### src/rtl/hls_macc_nc_result_fifo_if.sv
// Bundle of core handshake, result stream and accumulator signals for
// hls_macc_nc_result_fifo. master = the FIFO block, slave = its environment.
interface hls_macc_nc_result_fifo_if #(
  parameter int unsigned DEPTH = 4,
  parameter int unsigned DW    = 32
);
  localparam int unsigned CW = $clog2(DEPTH) + 1;

  logic            run;
  logic            core_start;
  logic            core_done;
  logic [DW-1:0]   o1;
  logic [DW-1:0]   o2;
  logic            o1_ap_vld;
  logic            o2_ap_vld;
  logic [2*DW-1:0] m_data;
  logic            m_valid;
  logic            m_ready;
  logic [CW-1:0]   count;
  logic            err;
  logic            acc_clr;
  logic [DW-1:0]   acc1;
  logic [DW-1:0]   acc2;

  modport master (
    input  run, core_done, o1, o2, o1_ap_vld, o2_ap_vld, m_ready, acc_clr,
    output core_start, m_data, m_valid, count, err, acc1, acc2
  );

  modport slave (
    output run, core_done, o1, o2, o1_ap_vld, o2_ap_vld, m_ready, acc_clr,
    input  core_start, m_data, m_valid, count, err, acc1, acc2
  );
endinterface

### src/rtl/hls_macc_nc_result_fifo.sv
// Launches an HLS core with ap_start/ap_done, buffers its {o2,o1} results in a
// first-word-fall-through FIFO and reserves a slot per launch so the FIFO can
// never overflow. Optional running accumulators: define HLS_MACC_NC_ACC_EN.
module hls_macc_nc_result_fifo #(
  parameter int unsigned DEPTH = 4,
  parameter int unsigned DW    = 32
) (
  input  logic                          ap_clk,
  input  logic                          ap_rst,
  hls_macc_nc_result_fifo_if.master     bus
);
  localparam int unsigned PW = $clog2(DEPTH);
  localparam int unsigned CW = $clog2(DEPTH) + 1;

  typedef enum logic [1:0] {S_IDLE, S_LAUNCH, S_WAIT} state_t;

  state_t          state;
  logic            resv;
  logic [PW-1:0]   wr_ptr;
  logic [PW-1:0]   rd_ptr;
  logic [CW-1:0]   n_stored;
  logic [2*DW-1:0] mem [DEPTH];

  logic            both_vld;
  logic            push;
  logic            pop;
  logic            bad;
  logic            rel_resv;
  logic            launch;
  logic [CW-1:0]   cnt_after;
  logic [PW-1:0]   rd_ptr_next;
  logic [CW-1:0]   n_stored_next;
  logic [2*DW-1:0] push_data;
  logic [2*DW-1:0] head_next;

  // Handshake decode, launch decision and next head-of-queue selection
  always_comb begin
    both_vld      = bus.o1_ap_vld & bus.o2_ap_vld;
    push          = both_vld && (state == S_WAIT) && resv;
    bad           = (bus.o1_ap_vld ^ bus.o2_ap_vld) || (both_vld && !push);
    pop           = bus.m_valid && bus.m_ready;
    // a core that finishes without results gives its reservation back
    rel_resv      = (state == S_WAIT) && bus.core_done && resv && !push;
    cnt_after     = bus.count - CW'(rel_resv) - CW'(pop);
    launch        = 1'b0;
    unique case (state)
      S_IDLE:  launch = bus.run && (bus.count < CW'(DEPTH));
      S_WAIT:  launch = bus.core_done && bus.run && (cnt_after < CW'(DEPTH));
      default: launch = 1'b0;
    endcase
    push_data     = {bus.o2, bus.o1};
    rd_ptr_next   = rd_ptr + PW'(pop);
    n_stored_next = n_stored + CW'(push) - CW'(pop);
    head_next     = '0;
    if (n_stored_next != '0) begin
      if (push && (rd_ptr_next == wr_ptr)) head_next = push_data;
      else                                 head_next = mem[rd_ptr_next];
    end
  end

  // Control FSM, occupancy bookkeeping and registered outputs
  always_ff @(posedge ap_clk or posedge ap_rst) begin
    if (ap_rst) begin
      state          <= S_IDLE;
      resv           <= 1'b0;
      wr_ptr         <= '0;
      rd_ptr         <= '0;
      n_stored       <= '0;
      bus.core_start <= 1'b0;
      bus.count      <= '0;
      bus.m_valid    <= 1'b0;
      bus.m_data     <= '0;
      bus.err        <= 1'b0;
    end else begin
      unique case (state)
        S_IDLE: begin
          if (launch) begin
            state          <= S_LAUNCH;
            bus.core_start <= 1'b1;
          end
        end
        S_LAUNCH: state <= S_WAIT;
        S_WAIT: begin
          if (bus.core_done) begin
            if (launch) begin
              state <= S_LAUNCH;
            end else begin
              state          <= S_IDLE;
              bus.core_start <= 1'b0;
            end
          end
        end
        default: begin
          state          <= S_IDLE;
          bus.core_start <= 1'b0;
        end
      endcase

      if (launch)                resv <= 1'b1;
      else if (push || rel_resv) resv <= 1'b0;

      wr_ptr      <= wr_ptr + PW'(push);
      rd_ptr      <= rd_ptr_next;
      n_stored    <= n_stored_next;
      bus.count   <= bus.count + CW'(launch) - CW'(rel_resv) - CW'(pop);
      bus.m_valid <= (n_stored_next != '0);
      bus.m_data  <= head_next;
      bus.err     <= bus.err | bad;
    end
  end

  // Result storage; contents are don't-care until written
  always_ff @(posedge ap_clk) begin
    if (push) mem[wr_ptr] <= push_data;
  end

`ifdef HLS_MACC_NC_ACC_EN
  // Running sums of accepted results; a clear coinciding with a push loads it
  always_ff @(posedge ap_clk or posedge ap_rst) begin
    if (ap_rst) begin
      bus.acc1 <= '0;
      bus.acc2 <= '0;
    end else if (bus.acc_clr) begin
      bus.acc1 <= push ? bus.o1 : '0;
      bus.acc2 <= push ? bus.o2 : '0;
    end else if (push) begin
      bus.acc1 <= bus.acc1 + bus.o1;
      bus.acc2 <= bus.acc2 + bus.o2;
    end
  end
`else
  // Accumulators disabled: tie off and ignore the clear
  assign bus.acc1 = '0;
  assign bus.acc2 = '0;
  logic unused_acc_clr;
  assign unused_acc_clr = bus.acc_clr;
`endif
endmodule

### src/flat_wrapper.sv
// flat-port wrapper written by rule: the top's interface ports become plain ports
module hls_macc_nc_result_fifo_flat 
#(
  parameter int unsigned DEPTH = 4,
  parameter int unsigned DW    = 32
)
  (ap_clk, ap_rst, bus_run, bus_core_done, bus_o1, bus_o2, bus_o1_ap_vld, bus_o2_ap_vld, bus_m_ready, bus_acc_clr, bus_core_start, bus_m_data, bus_m_valid, bus_count, bus_err, bus_acc1, bus_acc2);
  hls_macc_nc_result_fifo_if #(.DEPTH(DEPTH), .DW(DW)) bus_i ();
  input  logic ap_clk;
  input  logic ap_rst;
  input wire logic [$bits(bus_i.run)-1:0] bus_run;
  input wire logic [$bits(bus_i.core_done)-1:0] bus_core_done;
  input wire logic [$bits(bus_i.o1)-1:0] bus_o1;
  input wire logic [$bits(bus_i.o2)-1:0] bus_o2;
  input wire logic [$bits(bus_i.o1_ap_vld)-1:0] bus_o1_ap_vld;
  input wire logic [$bits(bus_i.o2_ap_vld)-1:0] bus_o2_ap_vld;
  input wire logic [$bits(bus_i.m_ready)-1:0] bus_m_ready;
  input wire logic [$bits(bus_i.acc_clr)-1:0] bus_acc_clr;
  output wire logic [$bits(bus_i.core_start)-1:0] bus_core_start;
  output wire logic [$bits(bus_i.m_data)-1:0] bus_m_data;
  output wire logic [$bits(bus_i.m_valid)-1:0] bus_m_valid;
  output wire logic [$bits(bus_i.count)-1:0] bus_count;
  output wire logic [$bits(bus_i.err)-1:0] bus_err;
  output wire logic [$bits(bus_i.acc1)-1:0] bus_acc1;
  output wire logic [$bits(bus_i.acc2)-1:0] bus_acc2;
  assign bus_i.run = bus_run;
  assign bus_i.core_done = bus_core_done;
  assign bus_i.o1 = bus_o1;
  assign bus_i.o2 = bus_o2;
  assign bus_i.o1_ap_vld = bus_o1_ap_vld;
  assign bus_i.o2_ap_vld = bus_o2_ap_vld;
  assign bus_i.m_ready = bus_m_ready;
  assign bus_i.acc_clr = bus_acc_clr;
  assign bus_core_start = bus_i.core_start;
  assign bus_m_data = bus_i.m_data;
  assign bus_m_valid = bus_i.m_valid;
  assign bus_count = bus_i.count;
  assign bus_err = bus_i.err;
  assign bus_acc1 = bus_i.acc1;
  assign bus_acc2 = bus_i.acc2;
  hls_macc_nc_result_fifo #(.DEPTH(DEPTH), .DW(DW)) u_core (.ap_clk(ap_clk), .ap_rst(ap_rst), .bus(bus_i));
endmodule
### config.mk
export PLATFORM = sky130hd
export DESIGN_NAME = hls_macc_nc_result_fifo_flat
export DESIGN_NICKNAME = d
export VERILOG_FILES = /design/src/rtl/hls_macc_nc_result_fifo_if.sv /design/src/rtl/hls_macc_nc_result_fifo.sv /design/src/flat_wrapper.sv
export SDC_FILE = /design/constraint.sdc
export NUM_CORES = 1
export LEC_CHECK = 0
export ABC_CLOCK_PERIOD_IN_PS = 12200
export BUFFER_PORTS_ARGS = -buffer_cell sky130_fd_sc_hd__buf_2
export CORE_ASPECT_RATIO = 0.7
export CORE_MARGIN = 1
export CORE_UTILIZATION = 55
export CTS_CLUSTER_DIAMETER = 150
export DETAILED_ROUTE_END_ITERATION = 10
export GPL_TIMING_DRIVEN = 1
export PLACE_DENSITY = 0.76
export SETUP_SLACK_MARGIN = 0.05
export SYNTH_ARGS = -nofsm -noshare
export SYNTH_HDL_FRONTEND = slang
export SYNTH_SLANG_ARGS = --single-unit
### constraint.sdc
create_clock -name ap_clk -period 12.2 [get_ports ap_clk]
set_clock_uncertainty 0.2 [all_clocks]
set_input_delay 1.22 -clock ap_clk [delete_from_list [all_inputs] [get_ports ap_clk]]
set_output_delay 1.22 -clock ap_clk [all_outputs]
set_load 0.05 [all_outputs]
==> results of run 1 <==
## worst max path at each step
| stage | startpoint | endpoint | slack (ns) | cells after the start |
|---|---|---|---|---|
| floorplan | bus_o2_ap_vld | u_core.mem[0][0] | 5.01 | 4 |
| global route | bus_o2_ap_vld | u_core.bus.count[2] | 7.93 | 12 |
| finish | bus_o2_ap_vld | u_core.bus.count[2] | 8.20 | 12 |
| CTS | bus_o2_ap_vld | u_core.bus.count[2] | 8.20 | 12 |
| detailed placement | bus_o2_ap_vld | u_core.bus.count[2] | 7.64 | 12 |
| global placement | bus_o2_ap_vld | u_core.bus.count[2] | 7.68 | 12 |
## kinds of logic (layout without fill, tap and decap cells)
family          after synthesis  count (layout)  synth area share (%)
compound gates               10              10                 0.529
xor+xnor                      9               9                 0.700
fa+ha+maj                    11              11                  1.15
buf+inv                     105             218                  6.03
flops                       336             336                  73.2
mux                         128             128                  15.7
other cells                   1              66                0.0283
simple gates                 82              82                  2.63
## where the power goes
part / total, mW / switching (mW) / internal [mW] / leakage (nW)
clock: 0.951 / 0.399 / 0.552 / 0.496
sequential: 1.47 / 0.0649 / 1.40 / 3.25
combinational: 1.51 / 0.985 / 0.524 / 2.26
## sequential cells by signal, indices dropped and copies added, names as in the netlist
name,flops
u_core.bus.m_valid,1
u_core.state,2
u_core.bus.m_data,64
u_core.bus.core_start,1
u_core.mem,256
u_core.n_stored,3
u_core.rd_ptr,2
u_core.bus.err,1
u_core.resv,1
u_core.wr_ptr,2
u_core.bus.count,3
## final cells by class
class / instances / area, µm² / area share [%]
Sequential cell: 336 / 9690 / 64.7
Multi-Input combinational cell: 304 / 3050 / 20.4
Clock buffer: 46 / 902 / 6.02
Timing Repair Buffer: 149 / 768 / 5.13
Tap cell: 318 / 398 / 2.66
Clock inverter: 11 / 113 / 0.752
Inverter: 12 / 47.5 / 0.317
Antenna cell: 2 / 5.00 / 0.0334
## worst max-delay path: cells and delay by family
kind / cells / cell delay [ns]
and+or+nand+nor: 2 / 0.46
xor gates and xnor gates: 2 / 0.26
AOI/OAI and AO/OA: 2 / 0.74
buffers and inverters: 1 / 0.10
adders and majority gates: 5 / 1.44
## Yosys cell counts, types with 2 or more instances
| library cell | instances | area share [%] |
|---|---|---|
| mux2i_1 | 64 | 4.8 |
| a31oi_1 | 2 | 0.095 |
| mux4_2 | 64 | 11 |
| dfrtp_1 | 80 | 15 |
| ha_1 | 9 | 0.85 |
| buf_12 | 7 | 1.1 |
| fa_1 | 2 | 0.30 |
| xor2_1 | 2 | 0.13 |
| xnor2_1 | 6 | 0.40 |
| edfxtp_1 | 256 | 58 |
| nand2_1 | 5 | 0.14 |
| o21ai_0 | 2 | 0.076 |
| inv_1 | 12 | 0.34 |
| buf_2 | 13 | 0.49 |
| nor2_1 | 66 | 1.9 |
| buf_4 | 71 | 4.0 |
## metal layers
layer  track usage, %  vias up
met2             30.0      201
met3             4.29       36
met1             28.5     3212
met4             4.07        4
li1                 -     2777
met5                0        -
## cell usage in the layout, fill, tap and decap left out, drive strengths merged, types with 9 or more instances in the layout
cell type  netlist  final
clkbuf           1     46
ha               9      9
inv             12     13
buf             92    149
conb             1     64
edfxtp         256    256
nor2            66     66
dfrtp           80     80
mux2i           64     64
mux4            64     64
==> impl_metrics.json, run 1 <==
{
  "status": "finished, violations left",
  "violations": "design-rule violations",
  "hold_violations": 0,
  "avgSynthCellArea_um2": 19.4,
  "wl_met3_mm": 1.46,
  "reg2reg_setup_slack_ns": 8.55,
  "vias": 6230,
  "worstReg2RegEnd": "u_core.bus.count[2]",
  "ys_seq_area_share_pct": 73.2,
  "fin_crit_sh_pct": 32.8,
  "coreArea_mm2": 0.0236,
  "synth_area_mm2": 0.0132,
  "cp_common_cell": "ha_1",
  "worstSetupEndpointType": "register",
  "m1WireLength_mm": 10.5,
  "reg2reg_depth": 11,
  "fin_nets": 917,
  "routed_wl_mm": 23.1,
  "grt_overflow": 0,
  "finalPower_mw": 3.93,
  "cts-root-buf": "clkbuf_16",
  "h-tree-depth": 1,
  "numPortBuffers": 140,
  "clk_pin_slew_ns": 0.06,
  "drcViolationCount": 4,
  "slew_headroom_pct": 32.7,
  "crit_arrival_ns": 4.23,
  "post_cts_buffers": 0,
  "clockBufferDepth": 3,
  "top_layer": "met5",
  "hp-start": "u_core.bus.err",
  "fin_setup_tns_ns": 0,
  "hpwl_mm": 12.6,
  "dieHeight_um": 132,
  "synthCells": 682,
  "power_density_mw_per_mm2": 262,
  "layout.cells.non_filler": 1178,
  "worst_hold_slack_ns": 0.283,
  "ant_nets": 0,
  "period_needed_ns": 4.00,
  "drt-wirelength-per-cell_um": 19.6,
  "yosysUniqueCellTypes": 37,
  "fillers": 1644,
  "first_pass_iters": 7,
  "post_cts_resized": 0,
  "report.final.slew_viol_count": 0,
  "drv_cap": 0,
  "clock.fmax_mhz": 250,
  "cts_tree": "yes",
  "cts_inserted_buffers": 31,
  "finalSetupViolations": 0,
  "synth-async-reset-ratio_pct": 23.8,
  "dpl_worst_slack_ns": 7.64,
  "hold_class": "register to register",
  "ys_ff_latch": 336,
  "drt_iter0_markers": 302,
  "area_growth_pct": 13.1,
  "gr-usage-all-layers_pct": 19.3,
  "ys_warn_count": 0,
  "worstMarginPinSlew_ns": 1.01,
  "stdcell_area_mm2": 0.0150,
  "start_util_pct": 56.0,
  "startpoint_type": "primary input",
  "via_per_inst": 5.29,
  "worstPathCellList": "buf_2 -> ha_1 -> nand4b_1 -> ha_1 -> a211oi_1 -> nand4_1 -> a31oi_1 -> fa_1 -> ha_1 -> ha_1 -> xnor2_1 -> xnor2_1",
  "utilization_pct": 63.4,
  "post_dp_cell_area_mm2": 0.0140,
  "synth_edf_count": 256,
  "ctsHoldBuffers": 0,
  "cp.required_ns": 12.43,
  "min_path_cells": 1,
  "grt_pass1_vias": 6339,
  "clk_latency_ns": 0.55,
  "antenna_found_initial": 5,
  "gp_congestion": 0.686,
  "std_cell_rows": 47,
  "die_x_um": 187,
  "power.leakage_nw": 6.01,
  "dp_cells": 1119,
  "grt_max_degree": 66,
  "rsz0062_at_grt": "no",
  "cp_max_fo": 4,
  "cpPeakStageDelay_ns": 0.47,
  "dieArea_mm2": 0.0247,
  "layout_setup_ws_ns": 8.20,
  "clock_sinks": 336,
  "worstReg2RegStart": "u_core.state[1]",
  "synth_ff_type": "edfxtp_1",
  "slowest_stage": "fa_1",
  "critPathKind": "primary input to register",
  "io_pins": 206,
  "grt_pass1_wl_mm": 36.5,
  "drive_above_1_share_pct": 31.7,
  "met2RoutedLength_mm": 10.8,
  "whs_endpoint": "u_core.bus.err",
  "peakVddDrop_mv": 0.201
}
No activity file was read; power rests on OpenSTA's default activity.
==> run 2, diff against run 1 <==
--- a/config.mk
+++ b/config.mk
@@ -5,15 +5,15 @@
 export SDC_FILE = /design/constraint.sdc
 export NUM_CORES = 1
 export LEC_CHECK = 0
-export ABC_CLOCK_PERIOD_IN_PS = 12200
+export ABC_CLOCK_PERIOD_IN_PS = 3400
 export BUFFER_PORTS_ARGS = -buffer_cell sky130_fd_sc_hd__buf_2
 export CORE_ASPECT_RATIO = 0.7
 export CORE_MARGIN = 1
-export CORE_UTILIZATION = 55
+export CORE_UTILIZATION = 51
 export CTS_CLUSTER_DIAMETER = 150
 export DETAILED_ROUTE_END_ITERATION = 10
 export GPL_TIMING_DRIVEN = 1
-export PLACE_DENSITY = 0.76
+export PLACE_DENSITY = 0.74
 export SETUP_SLACK_MARGIN = 0.05
 export SYNTH_ARGS = -nofsm -noshare
 export SYNTH_HDL_FRONTEND = slang
==> constraint.sdc (replaced) <==
create_clock -name ap_clk -period 3.4 [get_ports ap_clk]
set_clock_uncertainty 0.2 [all_clocks]
set_input_delay 0.34 -clock ap_clk [delete_from_list [all_inputs] [get_ports ap_clk]]
set_output_delay 0.34 -clock ap_clk [all_outputs]
set_load 0.05 [all_outputs]
==> run 2 against run 1 <==
Net effect:
- the run now ends clean
- count of clock-buffer cells in the layout rose by 1
- sequential power grew to 3.6 times the previous value
- die area grew 7.7%
- setup slack worse by 8.0 ns
- first-iteration DRC count up 25%
- critical path depth decreased by 1
- via count up 5.8%
- cell count rose by 7.8%
- final area increased by 6.5%
- routed wire length grew 8.4%
- largest power group unchanged
==> impl_metrics.json, run 2 (synthesis results as in run 1) <==
{
  "finalPower_mw": 14.4,
  "drv_cap": 0,
  "die_x_um": 195,
  "vias": 6590,
  "seqCellArea_mm2": 0.00969,
  "std_cell_rows": 48,
  "drcViolationCount": 0,
  "path_buf_inv": 0,
  "cp_common_cell": "ha_1",
  "worstReg2RegStart": "u_core.state[0]",
  "clockBufferDepth": 3,
  "cts_tree": "yes",
  "clk_pin_slew_ns": 0.07,
  "clk_latency_ns": 0.55,
  "peakVddDrop_mv": 0.548,
  "reg2reg_depth": 11,
  "grt_pass1_vias": 6971,
  "slowest_stage": "fa_1",
  "reg2reg_setup_slack_ns": 0.20,
  "cp_max_fo": 3,
  "worstReg2RegEnd": "u_core.bus.count[2]",
  "hpwl_mm": 14.2,
  "dieArea_mm2": 0.0266,
  "cts_inserted_buffers": 30,
  "period_needed_ns": 3.20,
  "status": "finished, final reports clean",
  "numPortBuffers": 140,
  "cts-root-buf": "clkbuf_16",
  "drive_above_1_share_pct": 30.7,
  "antenna_found_initial": 1,
  "dieHeight_um": 137,
  "grt_pass1_wl_mm": 38.7,
  "cpPeakStageDelay_ns": 0.46,
  "startpoint_type": "register",
  "hold_violations": 0,
  "drt-wirelength-per-cell_um": 19.7,
  "drt_iter0_markers": 376,
  "fin_nets": 1003,
  "grt_max_degree": 66,
  "power.leakage_nw": 6.41,
  "h-tree-depth": 1,
  "mostFrequentLayoutCells": "edfxtp_1, buf_2, dfrtp_1",
  "hold_class": "primary input to register",
  "clock_sinks": 336,
  "finalSetupViolations": 0,
  "io_pins": 206,
  "power_density_mw_per_mm2": 900,
  "hp-start": "bus_o1_ap_vld",
  "coreArea_mm2": 0.0250,
  "first_pass_iters": 5,
  "worstSetupEndpointType": "register",
  "min_path_cells": 4,
  "ant_nets": 0,
  "reg.largest.list": "u_core.mem x256, u_core.bus.m_data x64",
  "mostFrequentLayoutCell": "edfxtp_1",
  "routed_wl_mm": 25.0,
  "critPathKind": "register to register",
  "path_delay_family": "adder cells",
  "fillers": 1719,
  "utilization_pct": 63.7,
  "via_per_inst": 5.19,
  "largest_reg_flops": 256,
  "multiInputGateArea_mm2": 0.00310,
  "area_growth_pct": 20.5,
  "gr-usage-all-layers_pct": 19.1,
  "crit_arrival_ns": 3.43,
  "report.final.slew_viol_count": 0,
  "whs_endpoint": "u_core.resv",
  "start_util_pct": 52.9,
  "slew_headroom_pct": 48.5,
  "worstMarginPinSlew_ns": 0.773,
  "cp.required_ns": 3.63,
  "fin_crit_sh_pct": 94.1,
  "top_register": "u_core.mem",
  "worstPathCellList": "nor2b_4 -> nand4b_1 -> ha_1 -> a211oi_2 -> nand4_1 -> a31oi_4 -> fa_1 -> ha_1 -> ha_2 -> xnor2_2 -> xnor2_1",
  "gp_congestion": 0.747,
  "clock.fmax_mhz": 313,
  "grt_overflow": 0,
  "rsz0062_at_grt": "no"
}
run 2: cell count changes in the layout (fill, tap and decap cells not counted), moves of 3 or more:
cell	delta
buf_12	+10
buf_4	+7
clkbuf_1	+4
clkbuf_8	-3
dlygate4sd3_1	+70
run 2: tightest hold or removal path: cells and delay by family:
family | cells | cell delay (ns)
AOI/OAI and AO/OA | 2 | 0.29
adders and majority gates | 1 | 0.17
buffers and inverters | 1 | 0.08
run 2: where the power goes:
| group | total, mW | internal [mW] | switching (mW) | leakage (nW) |
|---|---|---|---|---|
| combinational | 5.73 | 2.09 | 3.64 | 2.68 |
| sequential | 5.27 | 5.03 | 0.241 | 3.25 |
| clock | 3.35 | 1.92 | 1.43 | 0.478 |
| total | 14.4 | 9.04 | 5.31 | 6.41 |
run 2: worst max path at each step:
stage / end / startpoint / cells after the start
after floorplan: u_core.mem[0][0] / bus_o2_ap_vld / 4
after global placement: u_core.bus.count[2] / bus_o2_ap_vld / 12
after detailed placement: u_core.bus.count[2] / bus_o2_ap_vld / 12
after CTS: u_core.bus.count[2] / u_core.state[0] / 11
after global routing: u_core.bus.count[2] / u_core.state[0] / 11
final: u_core.bus.count[2] / u_core.state[0] / 11
run 2: cell type report:
cell class	count	share of cell area, %
diodes	1	0.0157
clock buffers	47	5.49
clock inverters	9	0.659
inverters	12	0.290
multi-input cells	304	19.4
flip-flops and latches	336	60.8
well taps	325	2.55
repair buffers	236	10.8
run 2: what timing repair did:
item | in CTS | in global routing
endpoints found under the setup margin | 1 | 2
hold buffers | 70 | 0
endpoints found under the hold margin | 361 | 0
resized for setup | 1 | 7
buffers inserted | 0 | 3
pin swaps | 0 | 6
run 2: stage by stage:
| step | cell area (µm²) | TNS, ns | setup WS (ns) | cells | hold slack (ns) |
|---|---|---|---|---|---|
| CTS | 15900 | 0 | 0.0721 | 1266 | 0.133 |
| detailed placement | 14200 | -0.0981 | -0.0981 | 1140 | 0.254 |
| global placement | 14200 | -0.0579 | -0.0579 | 1140 | 0.260 |
| finish | 15900 | 0 | 0.200 | 1270 | 0.175 |
| floorplan | 13500 | -40.52 | -0.633 | 745 | 0.239 |
| global route | 15900 | 0 | 0.0628 | 1270 | 0.164 |
run 2: routing by layer:
metal  up-vias  wire length [µm]  track usage, %
met5         -                 0               0
met4         0               297            4.14
met3        31              1140            3.30
met2       200             12200            32.0
met1      3407             11400            26.5
li1       2952                 -               -
